## src/rtl/point_op_pkg.sv

```systemverilog
// Shared encodings for the point-operation engine: operation modes, FSM states
// and the source BRAM read latency that sets the pipeline depth.
package point_op_pkg;

    localparam int READ_LATENCY = 1;
    localparam int STAGES       = READ_LATENCY + 1;

    typedef enum logic [1:0] {
        MODE_COPY   = 2'd0,
        MODE_ADD    = 2'd1,
        MODE_SUB    = 2'd2,
        MODE_THRESH = 2'd3
    } mode_e;

    typedef enum logic [1:0] {
        ST_IDLE  = 2'd0,
        ST_RUN   = 2'd1,
        ST_DRAIN = 2'd2,
        ST_DONE  = 2'd3
    } state_e;

endpackage

```

## src/rtl/point_op_alu.sv

```systemverilog
// Combinational per-pixel point operation: copy, saturating add, floored
// subtract, or binary threshold to 0 / max.
module point_op_alu
    import point_op_pkg::*;
#(
    parameter int DATA_W = 8
) (
    input  logic [DATA_W-1:0] pixel,
    input  logic [1:0]        mode,
    input  logic [DATA_W-1:0] offset,
    input  logic [DATA_W-1:0] threshold,
    output logic [DATA_W-1:0] result
);

    localparam logic [DATA_W-1:0] MAX = '1;

    // One extra bit so the carry out flags saturation.
    logic [DATA_W:0] sum;
    assign sum = {1'b0, pixel} + {1'b0, offset};

    always_comb begin
        result = pixel;
        case (mode_e'(mode))
            MODE_COPY:   result = pixel;
            MODE_ADD:    result = sum[DATA_W] ? MAX : sum[DATA_W-1:0];
            MODE_SUB:    result = (pixel >= offset) ? (pixel - offset) : '0;
            MODE_THRESH: result = (pixel >= threshold) ? MAX : '0;
            default:     result = pixel;
        endcase
    end

endmodule

```

## src/rtl/point_op_engine.sv

```systemverilog
// Streams a source BRAM through a point operation into a destination BRAM:
// one read per cycle, each write lands READ_LATENCY+1 cycles after its read.
module point_op_engine
    import point_op_pkg::*;
#(
    parameter int DATA_W     = 8,
    parameter int ADDR_W     = 17,
    parameter int NUM_PIXELS = 65536
) (
    input  logic              clock,
    input  logic              reset,
    input  logic              start,
    input  logic [1:0]        mode,
    input  logic [DATA_W-1:0] offset,
    input  logic [DATA_W-1:0] threshold,
    output logic              busy,
    output logic              done,
    output logic              src_en,
    output logic [ADDR_W-1:0] src_addr,
    input  logic [DATA_W-1:0] src_data,
    output logic              dst_en,
    output logic              dst_we,
    output logic [ADDR_W-1:0] dst_addr,
    output logic [DATA_W-1:0] dst_data
);

    localparam logic [ADDR_W-1:0] LAST_ADDR = ADDR_W'(NUM_PIXELS - 1);

    state_e            state, state_nx;
    logic [ADDR_W-1:0] rd_cnt;
    logic [ADDR_W-1:0] addr_d1;
    logic [STAGES:1]   vld_pipe;
    logic [1:0]        mode_q;
    logic [DATA_W-1:0] offset_q, threshold_q;
    logic [DATA_W-1:0] alu_out;
    logic              issue, last_rd;

    assign issue   = (state == ST_RUN);
    assign last_rd = (rd_cnt == LAST_ADDR);

    always_comb begin
        state_nx = state;
        case (state)
            ST_IDLE:  if (start) state_nx = ST_RUN;
            ST_RUN:   if (last_rd) state_nx = ST_DRAIN;
            // Leave once the final write is on the port and nothing is behind it.
            ST_DRAIN: if (vld_pipe[STAGES] && (vld_pipe[STAGES-1:1] == '0)) state_nx = ST_DONE;
            ST_DONE:  state_nx = ST_IDLE;
            default:  state_nx = ST_IDLE;
        endcase
    end

    always_ff @(posedge clock) begin
        if (reset) begin
            state       <= ST_IDLE;
            rd_cnt      <= '0;
            addr_d1     <= '0;
            vld_pipe    <= '0;
            mode_q      <= '0;
            offset_q    <= '0;
            threshold_q <= '0;
            dst_addr    <= '0;
            dst_data    <= '0;
        end else begin
            state    <= state_nx;
            vld_pipe <= {vld_pipe[STAGES-1:1], issue};
            if (state == ST_IDLE && start) begin
                mode_q      <= mode;
                offset_q    <= offset;
                threshold_q <= threshold;
            end
            // Counter parks at 0 between runs so src_addr idles low.
            if (issue) begin
                rd_cnt  <= last_rd ? '0 : rd_cnt + 1'b1;
                addr_d1 <= rd_cnt;
            end
            if (vld_pipe[1]) begin
                dst_addr <= addr_d1;
                dst_data <= alu_out;
            end
        end
    end

    point_op_alu #(.DATA_W(DATA_W)) u_alu (
        .pixel     (src_data),
        .mode      (mode_q),
        .offset    (offset_q),
        .threshold (threshold_q),
        .result    (alu_out)
    );

    assign busy     = (state == ST_RUN) || (state == ST_DRAIN);
    assign done     = (state == ST_DONE);
    assign src_en   = issue;
    assign src_addr = rd_cnt;
    assign dst_en   = vld_pipe[STAGES];
    assign dst_we   = vld_pipe[STAGES];

endmodule

```

## config.mk

```make
export PLATFORM = sky130hd
export DESIGN_NAME = point_op_engine
export DESIGN_NICKNAME = d
export VERILOG_FILES = /design/src/rtl/point_op_pkg.sv /design/src/rtl/point_op_alu.sv /design/src/rtl/point_op_engine.sv
export SDC_FILE = /design/constraint.sdc
export NUM_CORES = 1
export LEC_CHECK = 0
export CORE_AREA = 2 2 98 100
export DETAILED_ROUTE_END_ITERATION = 16
export DIE_AREA = 0 0 100 102
export PLACE_DENSITY_LB_ADDON = 0.05
export SYNTH_ARGS = -nofsm -noshare
export SYNTH_HDL_FRONTEND = slang
export SYNTH_HIERARCHICAL = 1
export SYNTH_SLANG_ARGS = --single-unit
```

## constraint.sdc

```tcl
create_clock -name clock -period 2 [get_ports clock]
set_clock_uncertainty 0.05 [all_clocks]
set_input_delay 0.3 -clock clock [delete_from_list [all_inputs] [get_ports clock]]
set_output_delay 0.3 -clock clock [all_outputs]
set_load 0.01 [all_outputs]
```

==> metrics.md <==
| Metric | Value |
|---|---|
| FFs w/ async S/R, synth | `0` |
| Pre-CTS setup slack | `-1.029 ns` |
| Highest net fanout along the worst path | `8` |
| Switching Share | `0.3525` |
| Largest net degree at the start of global routing | `28` |
| Most used DFF post-synth | `dfxtp_1` |
| Synth top area share | `0.3776` |
| Syn_nets | `541` |
| Gr usage total | `0.2251` |
| CTS sink count | `81` |
| Antenna violations before repair | `0` |
| H-tree depth | `3` |
| Relative slew slack | `0.6870` |
| R2R Path End | `dst_data[6]$_SDFFE_PP0P_` |
| Antenna viol nets, final | `0` |
| WL/cell | `15.20 µm` |
| TritonCTS clock tree | `yes` |
| Internal power | `3314 µW` |
| Netlist Area Pre-Place | `0.004294 mm²` |
| Final GP Congestion | `0.8460` |
| Register area share after synthesis | `0.3776` |
| Clock tree buffer depth | `2` |
| Final setup margin | `-0.3193 ns` |
| Clock transition at path regs | `0.09 ns` |
| DRC | `0` |
| Number of synthesized flops with an enable pin | `0` |
| Synth top area cells | `dfxtp_1, mux2i_1, ha_1` |
| Critical Path RT | `2.19 ns` |
| Critical path launch point type | `flop` |
| Crit path kind | `reg -> reg` |
| Critical path, cell by cell | `buf_6, ha_4, inv_2, fa_2, a31oi_4, a31oi_1, o31a_1, buf_4, a21o_1, mux2i_1, nor2_1` |
| Yosys reg bits | `81` |
| DR vias/cell | `5.130` |
| Starting DRT DRC Count | `107` |
| Worst skew pair latency | `0.36 ns` |
| Overflow left after global routing | `0` |
| Gate power share | `0.410` |
| Design Power | `5118 µW` |
| Setup crit start | `offset_q[0]$_SDFFE_PP0P_` |
| Rows | `35` |
| Max stage delay on crit path | `0.38 ns` |
| Maxcap violations | `0` |
| Clk Tree Root Cell | `clkbuf_8` |
| Final Critical Period | `2.319 ns` |
| Final setup violation count | `8` |
| Core area | `0.009109 mm²` |
| GR Layer Usage met2 | `0.4111` |
| Die X-Extent | `100 µm` |
| Post-synth top area cell | `dfxtp_1` |
| Die Height | `102 µm` |
| GR Util met1 | `0.2648` |
| Global Route met3 Usage | `0.05062` |
| CP Capture Type | `flop` |
| Final Util | `0.6779` |
| First-pass GRT wire length | `17.90 mm` |
| CTS Hold Bufs | `0` |
| Reg2reg start | `offset_q[0]$_SDFFE_PP0P_` |
| Worst path slowest cell | `dfxtp_4` |
| Fin nets | `684` |
| Die ar. | `0.01020 mm²` |
| # diodes | `0` |
| Worst-margin pin slew | `0.4695 ns` |
| Buffers on Ports | `75` |
| Pwr per Cell Area | `828.8 mW/mm²` |
| Vias in the first global route | `3,673` |
| I/O pin cnt | `76` |
| Reg2reg path depth | `11` |
| Synth cell types | `61` |
| Pleak | `0.002488 µW` |
| Layout cells sized above 1 | `0.2611` |
| Syn_area_per_cell | `8.946 µm²` |
| Via count | `3,791` |
| Setup crit end | `dst_data[6]$_SDFFE_PP0P_` |
| Initial Util | `0.4714` |
| Failing checks | `setup timing` |
| Worst reg2reg setup slack | `-0.32 ns` |
| Seq pwr share | `0.358` |
| Final period utilization | `1.160` |
| Setup TNS | `-2.104 ns` |
| Final Hold Vio Count | `0` |
| Maximum vdd drop | `0.4378 mV` |
| Area Overhead vs Synth | `43.79%` |
| Hold Path Class | `in -> reg` |
| Routed WL | `11.23 mm` |
| Clock power share | `0.232` |
| Status | `complete, but fails checks` |
| Slew Limit Fails | `0` |
| CTS Buf Count | `9` |
| Crit path DAT | `2.51 ns` |
| Cell count after synthesis | `480` |
| DR pass1 iterations | `4` |
| DP HPWL | `8.437 mm` |
| RSZ-0062 raised after global routing | `yes` |
| Top Usage Layer GRT | `met2` |
| Yosys warns | `6` |
| Max Freq | `0.4312 GHz` |
| Switching power total | `1804 µW` |
[power by group through the flow]
| stage | clock (µW) | combinational, µW | sequential (µW) |
|---|---|---|---|
| finish | 1190 | 2100 | 1830 |
| global route | 1300 | 2280 | 1850 |
| CTS | 1230 | 1950 | 1820 |
| detailed placement | 0 | 1830 | 1850 |
| global placement | 0 | 1820 | 1840 |
| floorplan | 0 | 1150 | 1850 |
[sequential cells by signal (all words and copies together) (netlist names)]
| name | flops |
|---|---|
| dst_addr | 17 |
| dst_data | 8 |
| addr_d1 | 17 |
| mode_q | 2 |
| offset_q | 8 |
| vld_pipe | 2 |
| src_addr | 17 |
| threshold_q | 8 |
| state | 2 |
[placed cells by master (no fill, tap or decap), types with 6 or more instances in the layout]
master / n
nand2_1: 50
mux2i_1: 44
buf_6: 6
o21ai_0: 8
clkbuf_8: 10
ha_1: 19
xnor2_1: 6
clkdlybuf4s50_1: 65
inv_1: 19
xor2_1: 15
nor2_1: 67
dfxtp_2: 8
ha_4: 9
nand2b_1: 9
a21oi_1: 29
a21o_1: 7
dfxtp_1: 70
dlygate4sd2_1: 7
nand4_1: 7
buf_4: 79
[cells in the mapped netlist, types with 3 or more instances]
cell,count
nand3_1,5
nor3_1,3
a21oi_1,30
a31oi_1,4
nor2_1,68
xnor2_1,7
buf_2,3
nand2_1,51
o21ai_0,9
nand4_1,7
inv_1,24
dfxtp_1,81
a21o_1,7
mux2i_1,44
ha_1,30
buf_1,6
a311oi_1,3
nand2b_1,9
nor2b_1,6
buf_6,3
xor2_1,15
clkbuf_1,12
[critical path: cells and delay by family (launching register included)]
| family | cells | cell delay, ns |
|---|---|---|
| compound gates | 4 | 0.79 |
| fa+ha+maj | 2 | 0.48 |
| flops | 1 | 0.38 |
| buf+inv | 3 | 0.33 |
| mux | 1 | 0.12 |
| simple gates | 1 | 0.05 |
[kinds of logic (layout without fill, tap and decap cells)]
group	after synthesis	after routing	share of synthesized area
adders and majority gates	32	32	0.09674
DFF	81	81	0.3776
AOI/OAI and AO/OA	81	81	0.1413
buffers and inverters	54	202	0.06002
muxes	44	44	0.1026
xor gates and xnor gates	22	22	0.04487
and+or+nand+nor	166	166	0.1769
[what timing repair did]
action                     CTS  global route
setup endpoints to repair   10             9
resized for setup           35            38
pin swaps                   12            23
setup buffers                8             7
[how the worst min path moves through the flow]
stage | depth (start not counted) | slack, ns | start | to
6_report | 5 | 0.33 | reset | src_addr[14]$_SDFFE_PP0P_
5_1_grt | 5 | 0.36 | reset | src_addr[14]$_SDFFE_PP0P_
4_1_cts | 5 | 0.32 | reset | src_addr[14]$_SDFFE_PP0P_
3_5_place_dp | 2 | 0.40 | threshold_q[7]$_SDFFE_PP0P_ | threshold_q[7]$_SDFFE_PP0P_
3_3_place_gp | 2 | 0.40 | threshold_q[5]$_SDFFE_PP0P_ | threshold_q[5]$_SDFFE_PP0P_
2_1_floorplan | 2 | 0.38 | offset[2] | offset_q[2]$_SDFFE_PP0P_
[per-stage QoR]
| stage | cells | hold slack [ns] | cell area (µm²) |
|---|---|---|---|
| detailed placement | 709 | 0.4026 | 5569 |
| global route | 739 | 0.3622 | 6175 |
| finish | 739 | 0.3330 | 6175 |
| floorplan | 480 | 0.3784 | 4310 |
| CTS | 732 | 0.3226 | 5942 |
| global placement | 709 | 0.3989 | 5569 |
[routing by layer]
metal	routed length [µm]	vias to the layer above	share of wire
met1	4826	1792	0.43
met5	0	-	0
met2	5809	62	0.52
met4	212	0	0.019
li1	-	1924	-
met3	384	13	0.034
[layout make-up]
| type | instances | area (µm²) |
|---|---|---|
| fillers | 787 | 2934 |
| multi-input cells | 345 | 2690 |
| flip-flops and latches | 81 | 1643 |
| repair buffers | 160 | 1403 |
| well taps | 111 | 138.9 |
| clock buffers | 10 | 137.6 |
| inverters | 26 | 105.1 |
| clock inverters | 6 | 57.56 |
Power figures use the tool's default switching activity.
